**config.mk**
```make
export PLATFORM = sky130hd
export DESIGN_NAME = div_burst_scheduler
export DESIGN_NICKNAME = d
export VERILOG_FILES = /design/src/rtl/div_ctrl_pkg.sv /design/src/rtl/mod_n_counter.sv /design/src/rtl/div_burst_scheduler.sv
export SDC_FILE = /design/constraint.sdc
export NUM_CORES = 1
export LEC_CHECK = 0
export ABC_AREA = 1
export CELL_PAD_IN_SITES_DETAIL_PLACEMENT = 1
export CELL_PAD_IN_SITES_GLOBAL_PLACEMENT = 1
export CORE_ASPECT_RATIO = 0.8
export CORE_MARGIN = 2
export CORE_UTILIZATION = 34
export CTS_CLUSTER_DIAMETER = 200
export DETAILED_ROUTE_END_ITERATION = 16
export PLACE_DENSITY = 0.87
export SLEW_MARGIN = 20
export SYNTH_ARGS = -nofsm -noshare
export SYNTH_HDL_FRONTEND = slang
export SYNTH_SLANG_ARGS = --single-unit
```
**constraint.sdc**
```tcl
create_clock -name clk -period 1.8 [get_ports clk]
set_input_delay 0.36 -clock clk [delete_from_list [all_inputs] [get_ports clk]]
set_output_delay 0.36 -clock clk [all_outputs]
set_load 0.05 [all_outputs]
```
**src/rtl/div_ctrl_pkg.sv**
```systemverilog
// Shared constants for the divider burst scheduler.
// State encoding and the smallest legal modulus.
package div_ctrl_pkg;

  localparam logic [1:0] S_IDLE = 2'd0;
  localparam logic [1:0] S_RUN  = 2'd1;
  localparam logic [1:0] S_DONE = 2'd2;

  localparam int unsigned MIN_MOD = 2;

  typedef enum logic [1:0] {
    ST_IDLE = S_IDLE,
    ST_RUN  = S_RUN,
    ST_DONE = S_DONE
  } state_e;

  function automatic logic mod_ok(input int unsigned n);
    return n >= MIN_MOD;
  endfunction

endpackage

```
**src/rtl/mod_n_counter.sv**
```systemverilog
// Mod-N counter: counts 0..N-1 while enabled.
// wrap flags the cycle whose edge returns count to 0.
module mod_n_counter #(
  parameter int W = 3
) (
  input  logic         clk,
  input  logic         reset,
  input  logic         clr,
  input  logic         en,
  input  logic [W-1:0] N,
  output logic [W-1:0] count,
  output logic         wrap
);

  localparam logic [W-1:0] ONE = W'(1);

  logic [W-1:0] count_q;
  logic [W-1:0] count_d;

  assign wrap  = en && !clr && (count_q == N - ONE);
  assign count = count_q;

  always_comb begin
    count_d = count_q;
    if (clr) begin
      count_d = '0;
    end else if (en) begin
      count_d = wrap ? '0 : count_q + ONE;
    end
  end

  always_ff @(posedge clk or negedge reset) begin
    if (!reset) begin
      count_q <= '0;
    end else begin
      count_q <= count_d;
    end
  end

endmodule

```
**src/rtl/div_burst_scheduler.sv**
```systemverilog
// Round-robin scheduler sharing one mod-N divider
// between two requesters, one toggle-counted job at a time.
module div_burst_scheduler
  import div_ctrl_pkg::*;
#(
  parameter int W = 3,
  parameter int C = 8
) (
  input  logic         clk,
  input  logic         reset,
  input  logic         req0_valid,
  output logic         req0_ready,
  input  logic [W-1:0] req0_mod,
  input  logic [C-1:0] req0_cnt,
  input  logic         req1_valid,
  output logic         req1_ready,
  input  logic [W-1:0] req1_mod,
  input  logic [C-1:0] req1_cnt,
  input  logic         abort,
  output logic         fout,
  output logic [W-1:0] count,
  output logic         busy,
  output logic         owner,
  output logic         done,
  output logic         err,
  output logic         aborted
);

  localparam logic [C-1:0] LEFT_ONE = C'(1);

  state_e       state_q;
  logic         last_q;
  logic         owner_q;
  logic [W-1:0] mod_q;
  logic [C-1:0] left_q;
  logic         fout_q;
  logic         busy_q;
  logic         done_q;
  logic         err_q;
  logic         abrt_q;

  logic         idle;
  logic         run;
  logic         gnt0;
  logic         gnt1;
  logic         acc;
  logic         sel;
  logic [W-1:0] sel_mod;
  logic [C-1:0] sel_cnt;
  logic         cnt_en;
  logic         cnt_clr;
  logic         wrap;

  assign idle = (state_q == ST_IDLE);
  assign run  = (state_q == ST_RUN);

  // last_q names the requester served most recently; the other wins a tie.
  assign gnt0 = req0_valid & (~req1_valid | last_q);
  assign gnt1 = req1_valid & (~req0_valid | ~last_q);

  assign req0_ready = idle & gnt0;
  assign req1_ready = idle & gnt1;

  assign acc     = req0_ready | req1_ready;
  assign sel     = ~gnt0;
  assign sel_mod = gnt0 ? req0_mod : req1_mod;
  assign sel_cnt = gnt0 ? req0_cnt : req1_cnt;

  // Abort clears the counter and suppresses a coincident wrap.
  assign cnt_en  = run & ~abort;
  assign cnt_clr = ~run | abort;

  mod_n_counter #(
    .W(W)
  ) u_cnt (
    .clk   (clk),
    .reset (reset),
    .clr   (cnt_clr),
    .en    (cnt_en),
    .N     (mod_q),
    .count (count),
    .wrap  (wrap)
  );

  always_ff @(posedge clk or negedge reset) begin
    if (!reset) begin
      state_q <= ST_IDLE;
      last_q  <= 1'b1;
      owner_q <= 1'b0;
      mod_q   <= '0;
      left_q  <= '0;
      fout_q  <= 1'b0;
      busy_q  <= 1'b0;
      done_q  <= 1'b0;
      err_q   <= 1'b0;
      abrt_q  <= 1'b0;
    end else begin
      unique case (state_q)
        ST_IDLE: begin
          done_q <= 1'b0;
          err_q  <= 1'b0;
          abrt_q <= 1'b0;
          if (acc) begin
            owner_q <= sel;
            last_q  <= sel;
            mod_q   <= sel_mod;
            left_q  <= sel_cnt;
            if (mod_ok(32'(sel_mod))) begin
              state_q <= ST_RUN;
              busy_q  <= 1'b1;
              fout_q  <= 1'b0;
            end else begin
              state_q <= ST_DONE;
              done_q  <= 1'b1;
              err_q   <= 1'b1;
            end
          end
        end
        ST_RUN: begin
          if (abort) begin
            state_q <= ST_DONE;
            busy_q  <= 1'b0;
            done_q  <= 1'b1;
            abrt_q  <= 1'b1;
          end else if (wrap) begin
            fout_q <= ~fout_q;
            // left_q == 0 means a free-running job.
            if (left_q != '0) begin
              left_q <= left_q - LEFT_ONE;
            end
            if (left_q == LEFT_ONE) begin
              state_q <= ST_DONE;
              busy_q  <= 1'b0;
              done_q  <= 1'b1;
            end
          end
        end
        ST_DONE: begin
          state_q <= ST_IDLE;
          done_q  <= 1'b0;
          err_q   <= 1'b0;
          abrt_q  <= 1'b0;
        end
        default: begin
          state_q <= ST_IDLE;
          busy_q  <= 1'b0;
          done_q  <= 1'b0;
          err_q   <= 1'b0;
          abrt_q  <= 1'b0;
        end
      endcase
    end
  end

  assign fout    = fout_q;
  assign busy    = busy_q;
  assign owner   = owner_q;
  assign done    = done_q;
  assign err     = err_q;
  assign aborted = abrt_q;

endmodule

```
# Word level (Yosys, flattened, before mapping)
# Cells that the tools add are included.
[classes]
bitwise = 17
n_reduce_logical = 13
muxes = 36
n_mul = 0
div_mod_pow = 0
eq_ne = 12
shifts = 0
addsub = 3
magnitude_cmp = 1
[op_table]
columns = ["cell", "n"]
rows = [
  ["$mux 8", 5],
  ["$mux 1", 16],
  ["$pmux 8 s2", 1],
  ["$reduce_and 5->1", 3],
  ["$mux 3", 4],
  ["$mux 2", 5],
  ["$eq 8x1->1 const B", 1],
  ["$ne 2x1->1 const B", 4],
  ["$not 1->1", 8],
  ["$reduce_bool 8->1", 1],
  ["$sub 8x1->8 const B", 1],
  ["$ne 3x2->1 const B", 2],
  ["$pmux 1 s2", 3],
  ["$and 1x1->1", 5],
  ["$ne 2x2->1 const B", 2],
  ["$or 1x1->1", 4],
  ["$pmux 2 s2", 1],
  ["$reduce_and 2->1", 2],
  ["$reduce_bool 2->1", 2],
  ["$add 3x1->3 const B", 1],
  ["$eq 3x3->1", 1],
  ["$ge 3x2->1 const B", 1],
  ["$pmux 1 s3", 1],
  ["$reduce_and 3->1", 1],
  ["6 further kinds", 7],
]
[word_totals]
ram_bits = 0
mem_count = 0
elab_cells = 93
register_bits = 23
out_inout_bits = 11
inputBits = 27
latch_bits = 0
romBits = 0

# Longest topological paths before layout
[logic_depth]
depth_word = 9
depth_mapped = 13

# By module
# From an unflattened synthesis, not the netlist that was laid out.
[unflattened]
cells_unflattened = 250
hier_area_um2 = 1636.6
[by_module_without_submodules]
columns = ["mod", "seq_area_each_um2", "cells_per_inst", "area_per_inst_um2", "n_inst"]
rows = [
  ["div_burst_scheduler", 501.7, 209, 1385.1, 1],
  ["mod_n_counter", 75.1, 41, 251.5, 1],
]

# Least setup slack after synthesis
# No wires, ideal clock.
[synth_timing]
path_kind = "register to register"
start = "reg u_cnt.count_q[0] (netlist: u_cnt.count[0])"
end = "reg fout_q (netlist: fout)"
arrival_ps = 1475
stages_incl_launch_ff = 11
path_buffers = 1
synth_period_minus_slack_ps = 1595
path_slack_ps = 205
setup_ps = 119
path_cell_list = "dfrtp_1 -> inv_1 -> nand2_1 -> nand2_1 -> nor2_1 -> nand3_1 -> nand2_1 -> buf_4 -> nand3_1 -> nand2_1 -> nand2_1"
[synth_via]
elab_chain_len = 4
[synth_lines]
columns = ["element", "line_no", "text"]
rows = [
  ["from (decl)", "mod_n_counter.sv:17", "logic [W-1:0] count_q;"],
  ["from (signal assigned)", "mod_n_counter.sv:36", "count_q <= count_d;"],
  ["$eq 3x3->1", "mod_n_counter.sv:20", "assign wrap = en && !clr && (count_q == N - ONE);"],
  ["$logic_and 1x1->1", "mod_n_counter.sv:20", ""],
  ["$ne 2x1->1 (no line)", "--", ""],
  ["$reduce_and 5->1 (no line)", "--", ""],
  ["to (signal assigned)", "div_burst_scheduler.sv:126", "fout_q <= ~fout_q;"],
  ["to (decl)", "div_burst_scheduler.sv:36", "logic fout_q;"],
]
# No other way between the ends.
# A chain may end at the register's enable or synchronous reset.

# Final worst setup path
[layout_timing]
start = "in req0_valid"
end = "out req0_ready"
[layout_via]
elab_chain_len = 2
[layout_lines]
columns = ["element", "line_no", "text"]
rows = [
  ["from (decl)", "div_burst_scheduler.sv:11", "input logic req0_valid,"],
  ["$and 1x1->1", "div_burst_scheduler.sv:58", "assign gnt0 = req0_valid & (~req1_valid | last_q);"],
  ["$and 1x1->1", "div_burst_scheduler.sv:61", "assign req0_ready = idle & gnt0;"],
  ["to (decl)", "div_burst_scheduler.sv:12", "output logic req0_ready,"],
]
# No other way between the ends.

==> metrics.txt <==
Via Count=between 1,500 and 2,000; max_slew headroom=approximately 80%; antenna cell count=0; YS warnings=0; Post-DP Area=about 2100 um^2; minimum clock period=roughly 1.7 ns; FP Rows=22; first-pass GRT wire length=7640 um; Post-Syn Area=~1600 um^2; WL final=between 4000 and 5000 um; post-route clock period utilization=a little over nine tenths; Net count, final=roughly 320; fraction of the yosys area taken by sequential cells=a little under two fifths; VDD IR-drop max=0.865 mV; Placer Congestion=between 0.9 and 1; status=finished clean; unrepaired setup endpoints after global routing=no; CP Capture Type=primary output; Die Area=approximately 5200 um^2; GRT Overall Usage=roughly a fifth; clk buf depth=2; CP Launch Type=input port; post-DR vias/cell=~4.7; cts bufs inserted=3; synth unique cells=25; Pwr Total=~3.6 mW; leakage power=1.18 nW; Port Buf Inserts=37; syn avg cell area=~6.6 um^2; DP Worst Slack=-0.106 ns; internal power=~1.7 mW; Gate Count Post-Synth=about 240; #FFs+latches synth=23; initial antenna violation count=0; Crit path required time=~1.4 ns; Sequential Power Share=26.9%; CTS tree=built; Min Hold Slack=between 0.4 and 0.5 ns; CTS clk-pin slew, worst paths=around 0.090 ns; Hold Fails Final Rpt=0; Comb power frac=roughly 63%; CP arrival=about 1.4 ns; Synth-to-Final Area Change=39.2%; CP Max Fanout=4; DIE HEIGHT=64.6 um; final setup fails=0; DP HPWL=approximately 3600 um; worst r2r path cells=9; Final WS setup=between 0.07 and 0.08 ns; vias in the first global route=around 1,700; H-tree Lvls=1; Finished Core Util=about half; ys flop type=dfrtp_1; EDFF count, synth=0; I/O pin cnt=38; hold_buf cts=0; Syn Nets=around 270; Clock Power Share=about a tenth; Setup TNS Final=0 ns; switching share of power=51.0%; Hold Crit Class=in -> async; Worst Tran Pin Value=between 0.3 and 0.4 ns; Starting Density=around 35%; Finished Cell Area=2180 um^2; Power Density=1640 nW/um^2; global-route congestion overflow total=0; DR DRC count=0; fin. max-slew vios=0; worst-skew pair later-pin latency=roughly 0.28 ns; clk_skew=~0.005 ns; largest net degree at the start of global routing=24; number of max-cap violations=0; Post-synth ARST share=between 90% and 100%; share of cells above drive strength 1=about 18%; Switch Pwr=1.82 mW; Post-Layout Cell Count=351; Pre-Repair DR Iteration Count=4; CTS Root Cell=clkbuf_8; wire length per cell=~13 um; post-route ant nets=0; first-iteration detailed-routing DRC count=125; placed cells=around 350; FMAX=~580 MHz; count of clock tree sinks=23; Crit Path Category=in -> out; CORE AREA=approximately 4500 um^2; die width=around 80 um
[metal layers]
layer	vias to the layer above	track usage [%]	wire length, um
met5	-	0	0
met4	0	5.72	55
met3	5	3.20	167
met2	41	31.1	2100
met1	752	25.6	2260
li1	849	-	-
[worst paths after layout]
| path | from | to | slack [ns] |
|---|---|---|---|
| setup / recovery | req0_valid | req0_ready | 0.08 |
| hold / removal | reset | aborted | 0.44 |
| setup reg to reg | last_q | left_q[2] | 0.14 |
| hold reg to reg | mod_q[1] | mod_q[1] | 0.51 |
| max in group asynchronous | reset | last_q | 1.07 |
| min in group clk | mod_q[1] | mod_q[1] | 0.51 |
[logic make-up after synthesis]
logic type	Yosys count	share of synthesized area, %
XOR/XNOR	2	1.12
buffers and inverters	43	11.2
AND/OR/NAND/NOR	151	42.8
adder cells (fa/ha/maj)	4	3.20
flip-flops	23	36.9
AO/OA/AOI/OAI	13	4.72
[critical path, stage by stage]
cell	delay (ns)
clkdlybuf4s50_1	0.50
nand2_1	0.10
nand2_2	0.10
nand2_2	0.08
inv_2	0.08
buf_12	0.13
[cells in the final DEF, fill, tap and decap left out, drive strengths merged]
| cell type | n |
|---|---|
| nand3 | 21 |
| o21ai | 9 |
| nor2 | 22 |
| dfrtp | 22 |
| o211ai | 2 |
| xor2 | 1 |
| clkbuf | 3 |
| clkdlybuf4s50 | 26 |
| ha | 4 |
| inv | 39 |
| nand3b | 1 |
| clkinvlp | 1 |
| dfstp | 1 |
| buf | 29 |
| or2 | 1 |
| a31oi | 1 |
| o21a | 1 |
| nand2 | 94 |
| xnor2 | 1 |
| nand4 | 12 |
[sequential cells by signal, indices dropped and copies added (netlist names)]
signal and flops:
owner 1, u_cnt.count 3, err 1, aborted 1, fout 1, done 1
mod_q 3, busy 1, last_q 1, left_q 8, state_q 2
[power groups by stage]
stage	sequential (mW)	combinational [mW]	clock (mW)
6_report	0.958	2.26	0.346
5_1_grt	0.988	2.51	0.370
4_1_cts	0.953	2.23	0.347
3_5_place_dp	0.958	2.17	0
3_3_place_gp	0.943	2.09	0
2_1_floorplan	1.11	1.26	0
[final cells by class]
class | count | area [um^2]
clock inverters | 1 | 7.51
repair buffers | 55 | 503
inverters | 39 | 146
well taps | 60 | 75.1
multi-input cells | 170 | 826
clock buffers | 3 | 41.3
fillers | 592 | 2340
flip-flops and latches | 23 | 577
[Yosys cell counts (2+ instances only)]
master    count  area share (%)
o211ai_1      2            0.96
dfrtp_1      22              35
inv_2         4            0.96
nand4_1      12             4.8
nand2_2       2            0.80
nand3_1      19             6.1
o21ai_0       6             1.9
inv_1        35             8.4
buf_2         2            0.64
nand2_1      92              22
nor2_1       18             4.3
ha_1          4             3.2
nor2_4        3             2.2
o21ai_1       3            0.96
nand3_2       2             1.3
[repair_timing]
action / CTS / global route
gates resized for setup: 2 / 4
pin swaps: 0 / 1
setup endpoints to repair: 2 / 10
buffers inserted: 0 / 1
hold endpoints to repair: 0 / 0
Power figures use the tool's default switching activity.
